[config.mk]
export PLATFORM = sky130hd
export DESIGN_NAME = vblank_arbiter
export DESIGN_NICKNAME = d
export VERILOG_FILES = /design/src/rtl/vga_pkg.sv /design/src/rtl/vblank_arbiter_rr_pick.sv /design/src/rtl/vblank_arbiter.sv
export SDC_FILE = /design/constraint.sdc
export NUM_CORES = 1
export LEC_CHECK = 0
export BUFFER_PORTS_ARGS = -buffer_cell sky130_fd_sc_hd__buf_4
export CAP_MARGIN = 40
export CELL_PAD_IN_SITES_DETAIL_PLACEMENT = 1
export CELL_PAD_IN_SITES_GLOBAL_PLACEMENT = 1
export CORE_MARGIN = 5
export CORE_UTILIZATION = 30
export CTS_CLUSTER_DIAMETER = 120
export DETAILED_ROUTE_END_ITERATION = 8
export PLACE_DENSITY_LB_ADDON = 0.1
export SLEW_MARGIN = 10
export SYNTH_ARGS = -nofsm -noshare
export SYNTH_HDL_FRONTEND = slang
export SYNTH_SLANG_ARGS = --single-unit
[constraint.sdc]
create_clock -name clk -period 2.5 [get_ports clk]
set_input_delay 0.5 -clock clk [delete_from_list [all_inputs] [get_ports clk]]
set_output_delay 0.5 -clock clk [all_outputs]
set_load 0.02 [all_outputs]
[src/rtl/vga_pkg.sv]
// Shared VGA timing constants and arbiter state type for the video RAM port arbiter.
package vga_pkg;

   typedef enum logic [1:0] {
      ST_IDLE     = 2'd0,
      ST_GRANT    = 2'd1,
      ST_HANDOVER = 2'd2
   } arb_state_e;

   localparam int VBLANK_LINE = 480;
   localparam int VTOTAL      = 525;
   localparam int HTOTAL      = 800;

   // True when line lies in [first, total).
   function automatic logic in_window(input logic [9:0] line, input int first, input int total);
      int v;
      v = {22'd0, line};
      return (v >= first) && (v < total);
   endfunction

endpackage

[src/rtl/vblank_arbiter_rr_pick.sv]
// Combinational round-robin picker: first set req bit searching upward from last+1, wrapping.
module rr_pick #(
   parameter int NREQ = 3
) (
   input  logic [NREQ-1:0] req,
   input  logic [1:0]      last,
   output logic [1:0]      idx,
   output logic            valid
);

   logic [1:0] pos_s;

   // Walk the requesters once starting after last; the earliest hit is kept.
   always_comb begin
      idx   = last;
      valid = 1'b0;
      pos_s = 2'd0;
      for (int k = 1; k <= NREQ; k++) begin
         pos_s = 2'((int'(last) + k) % NREQ);
         idx   = (!valid && req[pos_s]) ? pos_s : idx;
         valid = valid | req[pos_s];
      end
   end

endmodule

[src/rtl/vblank_arbiter.sv]
// Video RAM port arbiter granting quota-limited tenures during vertical blank.
// Define VBLANK_ARB_WINDOW_EN to gate arbitration by the vblank window; otherwise the window is always open.
module vblank_arbiter #(
   parameter int NREQ        = 3,
   parameter int QUOTA       = 144,
   parameter int VBLANK_LINE = vga_pkg::VBLANK_LINE,
   parameter int VTOTAL      = vga_pkg::VTOTAL
) (
   input  logic            clk,
   input  logic            rst_n,
   input  logic [9:0]      shpos,
   input  logic [9:0]      svpos,
   input  logic [NREQ-1:0] req,
   output logic [NREQ-1:0] grant,
   output logic [1:0]      owner,
   output logic            window,
   output logic [7:0]      quota_left
);

   import vga_pkg::*;

   arb_state_e      state_q, state_d;
   logic [NREQ-1:0] grant_q, grant_d;
   logic [1:0]      owner_q, owner_d;
   logic [7:0]      quota_q, quota_d;
   logic            window_q, window_d;

   logic [1:0]      pick_idx_s;
   logic            pick_valid_s;
   logic            pick_ok_s;
   logic            owner_req_s;
   logic            unused_inputs_s;

`ifdef VBLANK_ARB_WINDOW_EN
   assign window_d        = in_window(svpos, VBLANK_LINE, VTOTAL);
   assign unused_inputs_s = ^shpos;
`else
   assign window_d        = 1'b1;
   assign unused_inputs_s = ^{shpos, svpos};
`endif

   rr_pick #(.NREQ(NREQ)) u_pick (
      .req   (req),
      .last  (owner_q),
      .idx   (pick_idx_s),
      .valid (pick_valid_s)
   );

   // A new tenure may only start if the window is open now and stays open next cycle.
   assign pick_ok_s   = window_q && window_d && pick_valid_s;
   assign owner_req_s = req[owner_q];

   // Next-state logic; the dead HANDOVER cycle also evaluates the IDLE pick so only one idle grant cycle appears.
   always_comb begin
      state_d = state_q;
      grant_d = grant_q;
      owner_d = owner_q;
      quota_d = quota_q;
      case (state_q)
         ST_IDLE, ST_HANDOVER: begin
            if (pick_ok_s) begin
               state_d = ST_GRANT;
               grant_d = {{(NREQ-1){1'b0}}, 1'b1} << pick_idx_s;
               owner_d = pick_idx_s;
               quota_d = 8'(QUOTA);
            end else begin
               state_d = ST_IDLE;
               grant_d = {NREQ{1'b0}};
               quota_d = 8'd0;
            end
         end
         ST_GRANT: begin
            if (!owner_req_s || (quota_q == 8'd1) || !window_d) begin
               state_d = ST_HANDOVER;
               grant_d = {NREQ{1'b0}};
               quota_d = 8'd0;
            end else begin
               quota_d = quota_q - 8'd1;
            end
         end
         default: begin
            state_d = ST_IDLE;
            grant_d = {NREQ{1'b0}};
            quota_d = 8'd0;
         end
      endcase
   end

   // State and output registers; reset makes requester 0 first in line.
   always_ff @(posedge clk) begin
      if (!rst_n) begin
         state_q  <= ST_IDLE;
         grant_q  <= {NREQ{1'b0}};
         owner_q  <= 2'(NREQ - 1);
         quota_q  <= 8'd0;
         window_q <= 1'b0;
      end else begin
         state_q  <= state_d;
         grant_q  <= grant_d;
         owner_q  <= owner_d;
         quota_q  <= quota_d;
         window_q <= window_d;
      end
   end

   assign grant      = grant_q;
   assign owner      = owner_q;
   assign window     = window_q;
   assign quota_left = quota_q;

endmodule

After elaboration in Yosys (flattened, before gate mapping)
Cells that the tools add are included.
- add/subtract/negate cells: 4
- divide/modulo/power cells: 3
- order comparisons: 4
- equality and inequality tests: 4
- shift-type cells: 1
- mux-type cells: 21
- bitwise operators: 2
- reductions and logical operators: 10
- operator list (cell ; count):
    $mod A32 B3 Y32 const B ; 3
    $mux W8 ; 2
    $pmux W8 S2 ; 1
    $lt A2 B3 Y1 const B ; 4
    $bmux W1 S2 ; 4
    $eq A8 B1 Y1 const B ; 1
    $mux W2 ; 4
    $sub A8 B1 Y8 const B ; 1
    $add A2 B2 Y3 const B ; 2
    $mux W1 ; 6
    $mux W3 ; 2
    $pmux W3 S2 ; 1
    $pmux W2 S2 ; 1
    $add A2 B1 Y3 const B ; 1
    $logic_and A1 B1 Y1 ; 3
    $logic_not A1 Y1 ; 3
    $shl A1 B2 Y3 const A ; 1
    $eq A2 B1 Y1 const B ; 1
    $eq A2 B2 Y1 const B ; 1
    $logic_not A2 Y1 ; 1
    $ne A2 B2 Y1 const B ; 1
    $or A1 B1 Y1 ; 2
    $reduce_and A2 Y1 ; 1
    $reduce_or A2 Y1 ; 1
    $logic_or A1 B1 Y1 ; 1
- flip-flop bits (word level): 16
- input port bits: 25
- output and inout port bits: 14

Longest topological paths before layout
Gate-level depths: netlist (run 1).
- word-level depth: 11
- mapped depth: 9
- gate-level depth less buffers: 8

Hierarchy
Synthesis (run 1) repeated with hierarchy kept, for this count alone.
- cell total of the unflattened synthesis: 101
- area, all modules: 923.4 um^2
- modules (own cells, without submodules) (module ; times used ; cells each ; area an instance (um^2) ; seq. area each (um^2)):
    vblank_arbiter ; 1 ; 70 ; 688.2 ; 320.3
    rr_pick ; 1 ; 31 ; 235.2 ; 0.0

Worst setup path after synthesis (run 1)
OpenSTA, ideal clock, no wires.
- kind: register to register
- start point: reg owner_q[1], in the netlist owner[1]
- end point: reg grant_q[0], in the netlist grant[0]
- setup time: 0.117 ns
- arrival: 2.179 ns
- required time: 2.383 ns
- path slack: 0.204 ns
- stages on the path, launching flop included: 10
- clock period less this slack: 2.296 ns
- cell sequence: dfxtp_1 inv_1 ha_1 buf_6 a22o_1 a211o_1 and2_4 o32ai_2 nor3b_2 a22o_1
- word-level cells in the longest chain between the ends: 11
- ends and longest elaborated chain (what ; RTL line ; source):
    from (decl) ; vblank_arbiter.sv:24 ; logic [1:0] owner_q, owner_d;
    from (signal assigned) ; vblank_arbiter.sv:94 ; owner_q <= 2'(NREQ - 1);
    from (signal assigned) ; vblank_arbiter.sv:100 ; owner_q <= owner_d;
    $add A2 B1 Y3 / $add A2 B2 Y3 (equally long branches) ; vblank_arbiter_rr_pick.sv:19 ; pos_s = 2'((int'(last) + k) % NREQ);
    $mod A32 B3 Y32 ; vblank_arbiter_rr_pick.sv:19 ;
    $bmux W1 S2 ; vblank_arbiter_rr_pick.sv:20, vblank_arbiter_rr_pick.sv:21 ;
    $mux W1 (implied by the code) ; vblank_arbiter_rr_pick.sv:20, vblank_arbiter_rr_pick.sv:21 ;
    $logic_not A1 Y1 / $or A1 B1 Y1 (equally long branches) ; vblank_arbiter_rr_pick.sv:20, vblank_arbiter_rr_pick.sv:21 ;
    $logic_and A1 B1 Y1 / $logic_not A1 Y1 (equally long branches) ; vblank_arbiter_rr_pick.sv:20 ; idx = (!valid && req[pos_s]) ? pos_s : idx;
    $mux W2 / $logic_and A1 B1 Y1 (equally long branches) ; vblank_arbiter_rr_pick.sv:20 ;
    $mux W2 ; vblank_arbiter_rr_pick.sv:20 ;
    $shl A1 B2 Y3 ; vblank_arbiter.sv:63 ; grant_d = {{(NREQ-1){1'b0}}, 1'b1} << pick_idx_s;
    $mux W3 ; vblank_arbiter.sv:61 ; if (pick_ok_s) begin
    $pmux W3 S2 ; vblank_arbiter.sv:59 ; case (state_q)
    to (signal assigned) ; vblank_arbiter.sv:93 ; grant_q <= {NREQ{1'b0}};
    to (signal assigned) ; vblank_arbiter.sv:99 ; grant_q <= grant_d;
    to (decl) ; vblank_arbiter.sv:23 ; logic [NREQ-1:0] grant_q, grant_d;
Parallel ways exist; a longest one is shown, timed or not. The select of a mux whose other input is x is not followed.
A chain may end at the register's enable or synchronous reset.

Worst setup path in the final report (run 1)
- start point: reg owner_q[1], in the netlist owner[1]
- end point: reg grant_q[1], in the netlist grant[1]
The elaborated chain is that of the path after synthesis.

==> impl_metrics.csv, run 1 <==
group,metric,value,unit
global_routing,grt_pass1_vias,846,
synthesis,synthArstFlopShare,0,
die,fp-row-count,19,
clocking,clkSlewWorstSetupHoldPaths,90,ps
timing,tns,0,ps
die,fp.dieW,64.8,um
synthesis,synth_top_family_by_area,"simple AND/OR/NAND/NOR gates",
synthesis,seq_area_frac_synth,0.355,
status,status,"finished clean",
clocking,post_cts_buffers,0,
worst_hold_path,hp-class,"input port to flop",
clocking,cts_resized,0,
synthesis,avgSynthCellArea,8.59,sq um
final_layout,layout-drive-gt1-share,0.262,
critical_path,critPathArrivalTime,2400,ps
synthesis,synthMuxAreaShare,0.0485,
route,top_layer,"met4",
synthesis,synth_flop_cell,"dfxtp_1",
critical_path,path_max_fanout,6,
timing,max_freq,0.453,GHz
timing,finalSetupViolations,0,
timing,hold_viol_final,0,
die,core,0.00283,sq mm
power_and_ir_drop,ir_drop,0.318,mV
critical_path,worst_ep_required_time,2690,ps
power_and_ir_drop,p_per_area,821,mW/mm^2
critical_path,cp-start-kind,"flop",
synthesis,synth_top_area_cell,"dfxtp_1",
timing,skew,2.03,ps
placed_design,io_buffers,18,
route,drc_errors,0,
route,finalWirelength,2110,um
global_routing,grt_pass1_wl,3970,um
global_routing,track_usage,0.118,
timing,min_period,2210,ps
timing,worstMarginPinSlew,403,ps
clocking,cts_buffer_depth,2,
global_routing,antenna_found_initial,0,
run,maxCapViolations,0,
clocking,ctsRootBufferMaster,"clkbuf_4",
die,ios,39,
final_layout,area_growth,25.7,%
synthesis,yosysMostFrequentCell,"dfxtp_1",
die,die_area,0.00420,sq mm
critical_path,worst-r2r-setup-slack,290,ps
synthesis,synth.area.top_cells,"dfxtp_1 (36%), ha_1 (6.9%), xnor2_1 (5.8%)",
synthesis,synthesis.nets,135,
synthesis,synth_warnings,0,
clocking,cts_tree,"yes",
critical_path,cp-end-kind,"flop",
timing,whs,357,ps
route,first_iter_violations,17,
timing,report.final.slew_viol_count,0,
timing,rsz0062_at_grt,"no",
synthesis,synthDominantCellAreaShare,0.355,
power_and_ir_drop,power_leakage,0.546,nW
clocking,ctsHoldBuffers,0,
critical_path,slowest_delay,400,ps
critical_path,worstPathCellList,"buf_4 > ha_1 > a22o_1 > a211o_1 > and2_4 > o32ai_2 > inv_1 > a22o_1",
synthesis,syn_inst,105,
critical_path,worstSetupPathType,"flop to flop",
synthesis,synth_adder_area_share,0.0693,
route,met1_length,1060,um
final_layout,n_antenna_cell,0,
critical_path,critPathSlowestCell,"o32ai_2",
placed_design,place_hpwl,1730,um
timing,relSlewSlack,0.732,
route,wl_per_cell,13.1,um
global_routing,grt_max_degree,10,
route,vias,788,
critical_path,path_common_cell,"a22o_1",
route,via_per_inst,4.89,
route,dr_wl_met3,115,um
synthesis,ys_ff_latch,16,
die,initial_utilization,0.319,
timing,post-route-period-util,0.883,
clocking,htreeDepth,1,
final_layout,nets,161,
clocking,cts.sinks,16,
synthesis,synth_area,902,sq um
synthesis,synth-xor-area-share,0.0583,
synthesis,ys_top_cells_by_count,"dfxtp_1 (16), nor2_1 (13), inv_1 (12)",
placed_design,gp_congestion,0.817,
clocking,cts_inserted_buffers,3,
synthesis,synthDistinctLibCells,34,
synthesis,synth-simple-area-share,0.225,
route,drt-pass1-iter-count,4,
global_routing,overflow,0,
clocking,clk_latency,290,ps
route,dr_wl_met2,910,um
synthesis,synth-edff-count,0,
route,ant_nets,0,
synthesis,synth_compound_area_frac,0.176,
die,dieHeight,64.8,um
[per-stage QoR]
step	instance area [sq um]	utilization	std cells	setup WS, ps	power (W)
6_report	1130	0.401	161	292	0.000931
3_3_place_gp	1100	0.388	157	316	0.000761
4_1_cts	1130	0.401	161	266	0.000951
3_5_place_dp	1100	0.388	157	286	0.000770
5_1_grt	1130	0.401	161	139	0.00102
2_1_floorplan	902	-	105	204	0.000632
[layer usage]
layer	GRT usage	vias up
li1	-	410
met1	0.162	359
met2	0.172	15
met3	0.0449	4
met4	0.0317	0
met5	0	-
[cell type report]
cell class                 count  area, sq um
fill                         345         1700
multi-input combinational     75          520
sequential                    16          320
timing repair buffer          23          173
inverter                      12         45.0
tap                           31         38.8
clock buffer                   4         36.3
[report_power, final]
group | leakage (nW) | internal, W | switching (W)
Clock | 0.0210 | 0.0000888 | 0.0000848
Sequential | 0.131 | 0.000288 | 0.0000254
Combinational | 0.394 | 0.000208 | 0.000235
Total | 0.546 | 0.000585 | 0.000345
[cells in the final DEF, fill, tap and decap left out, types with 3 or more instances in the layout]
| cell | instances |
|---|---|
| buf_4 | 23 |
| dfxtp_1 | 16 |
| nor2_1 | 13 |
| inv_1 | 12 |
| nand2_1 | 10 |
| xnor2_1 | 6 |
| ha_1 | 5 |
| a21oi_1 | 4 |
| a22o_1 | 3 |
| mux2_2 | 3 |
| o21ai_0 | 3 |
| clkbuf_4 | 3 |
[critical path: cells and delay by family, from the launching register on]
family	cells	cell delay [ps]
adders and majority gates	1	240
and+or+nand+nor	1	160
DFF	1	320
buffers and inverters	2	230
AOI/OAI and AO/OA	4	1160
[sequential cells by signal, indices dropped and copies added, names as in the netlist]
signal      flops
state_q         2
owner           2
window          1
quota_left      8
grant           3
[cell families after synthesis]
kind of cell    count (synthesis)
compound gates                 20
xor+xnor                        6
fa+ha+maj                       5
buf+inv                        14
flops                          16
mux                             4
simple gates                   40
[final timing paths]
check,depth (start not counted),end,startpoint
max reg2reg,8,grant[1],owner[1]
min,1,window,rst_n
max,8,grant[1],owner[1]
min reg2reg,1,grant[2],grant[2]
No activity file was read; power rests on OpenSTA's default activity.
==> inputs of run 2 (changes only) <==
GPL_TIMING_DRIVEN = 0   (was default)
==> impl_metrics.csv, run 2 (synthesis results as in run 1) <==
group,metric,value,unit
final_layout,area_growth,27.7,%
clocking,cts_tree,"yes",
clocking,cts.sinks,16,
placed_design,placedCellCount,154,
critical_path,reg2regPathDepth,8,
critical_path,path_buf_inv,2,
placed_design,gp_congestion,0.795,
critical_path,worstSetupPathType,"flop to flop",
die,dieHeight,64.8,um
critical_path,cp-end-kind,"flop",
power_and_ir_drop,p_per_area,838,mW/mm^2
worst_hold_path,holdPathEnd,"window",
final_layout,layout_commonest_cell,"buf_4",
clocking,htreeDepth,1,
timing,post-route-period-util,0.918,
route,finalWirelength,2230,um
global_routing,grt_pass1_wl,3970,um
critical_path,critPathArrivalTime,2490,ps
timing,relSlewSlack,0.749,
route,wl_per_cell,14.1,um
status,status,"finished clean",
final_layout,stdcell_count,158,
final_layout,n_antenna_cell,0,
clocking,ctsRootBufferMaster,"clkbuf_4",
die,fp.dieW,64.8,um
final_layout,largest_reg_flops,8,
power_and_ir_drop,ir_drop,0.316,mV
run,maxCapViolations,0,
die,core,0.00283,sq mm
timing,fin_ws,205,ps
route,first_iter_violations,27,
clocking,post_cts_buffers,0,
worst_hold_path,holdCritStartpoint,"rst_n",
placed_design,io_buffers,18,
global_routing,track_usage,0.121,
worst_hold_path,hp-class,"input port to flop",
critical_path,worstPathCellList,"inv_1 > ha_1 > a22o_1 > a211o_1 > and2_4 > o32ai_4 > inv_1 > a22o_1",
clocking,clk_latency,290,ps
power_and_ir_drop,total_power,0.000966,W
timing,skew,2.23,ps
critical_path,rr_endpoint,"grant[1]",
clocking,cts_resized,0,
global_routing,grt_pass1_vias,850,
critical_path,crit_family,"compound AO/OA/AOI/OAI gates",
placed_design,dp_slack,90.5,ps
final_layout,nets,158,
die,die_area,0.00420,sq mm
clocking,cts_buffer_depth,2,
timing,report.final.slew_viol_count,0,
final_layout,layout-drive-gt1-share,0.268,
power_and_ir_drop,power_leakage,0.535,nW
die,fp-row-count,19,
timing,finalSetupViolations,0,
die,ios,39,
route,drc_errors,0,
critical_path,cp-start-kind,"flop",
clocking,clkSlewWorstSetupHoldPaths,100,ps
timing,worstMarginPinSlew,372,ps
route,ant_nets,0,
timing,max_freq,0.436,GHz
route,via_per_inst,5.01,
global_routing,grt_max_degree,10,
route,vias,791,
final_layout,mostFrequentLayoutCells,"buf_4 (18), dfxtp_1 (15), nor2_1 (13)",
clocking,cts_inserted_buffers,3,
global_routing,overflow,0,
die,initial_utilization,0.319,
clocking,ctsHoldBuffers,0,
critical_path,worst_ep_required_time,2690,ps
critical_path,slowest_delay,410,ps
placed_design,place_hpwl,1710,um
critical_path,critPathSlowestCell,"dfxtp_1",
timing,min_period,2300,ps
critical_path,r2r-start,"owner[0]",
timing,hold_viol_final,0,
global_routing,antenna_found_initial,0,
worst_hold_path,hold_depth,1,
critical_path,worst-r2r-setup-slack,200,ps
final_layout,final_util,0.407,
critical_path,path_max_fanout,6,
route,drt-pass1-iter-count,4,
## run 2: area by class of cell
type	count	area, sq um
fillers	338	1680
multi-input cells	75	559
flip-flops and latches	16	322
repair buffers	18	135
inverters	12	45.0
well taps	31	38.8
clock buffers	4	36.3
plain buffers	2	16.3
## run 2: worst max path at each step
| stage | startpoint | end | slack [ps] | cells after the start |
|---|---|---|---|---|
| after global placement | owner[1] | grant[1] | 140 | 9 |
| after CTS | owner[1] | grant[1] | 70 | 9 |
| after global routing | owner[0] | grant[0] | -2 | 8 |
| after floorplan | owner[1] | grant[0] | 200 | 9 |
| after detailed placement | owner[1] | grant[1] | 90 | 9 |
| final | owner[0] | grant[1] | 200 | 8 |
## run 2: routing by layer
| metal | up-vias | GRT usage | part of all wire |
|---|---|---|---|
| met5 | - | 0 | 0 |
| met2 | 17 | 0.179 | 0.42 |
| met4 | 0 | 0.0396 | 0.017 |
| li1 | 402 | - | - |
| met3 | 4 | 0.0466 | 0.054 |
| met1 | 368 | 0.161 | 0.50 |
## run 2: report_power, final
group / leakage [nW] / internal [W] / switching (W) / total, W
Clock: 0.0210 / 0.0000888 / 0.0000869 / 0.000176
Sequential: 0.131 / 0.000289 / 0.0000338 / 0.000323
Combinational: 0.383 / 0.000212 / 0.000255 / 0.000467
Total: 0.535 / 0.000590 / 0.000376 / 0.000966
## run 2: through the flow
step | hold slack, ps | instance area (sq um) | TNS, ps
2_1_floorplan | 475 | 902 | 0
3_3_place_gp | 453 | 1080 | 0
3_5_place_dp | 454 | 1080 | 0
4_1_cts | 339 | 1110 | 0
5_1_grt | 330 | 1150 | -1.98
6_report | 353 | 1150 | 0
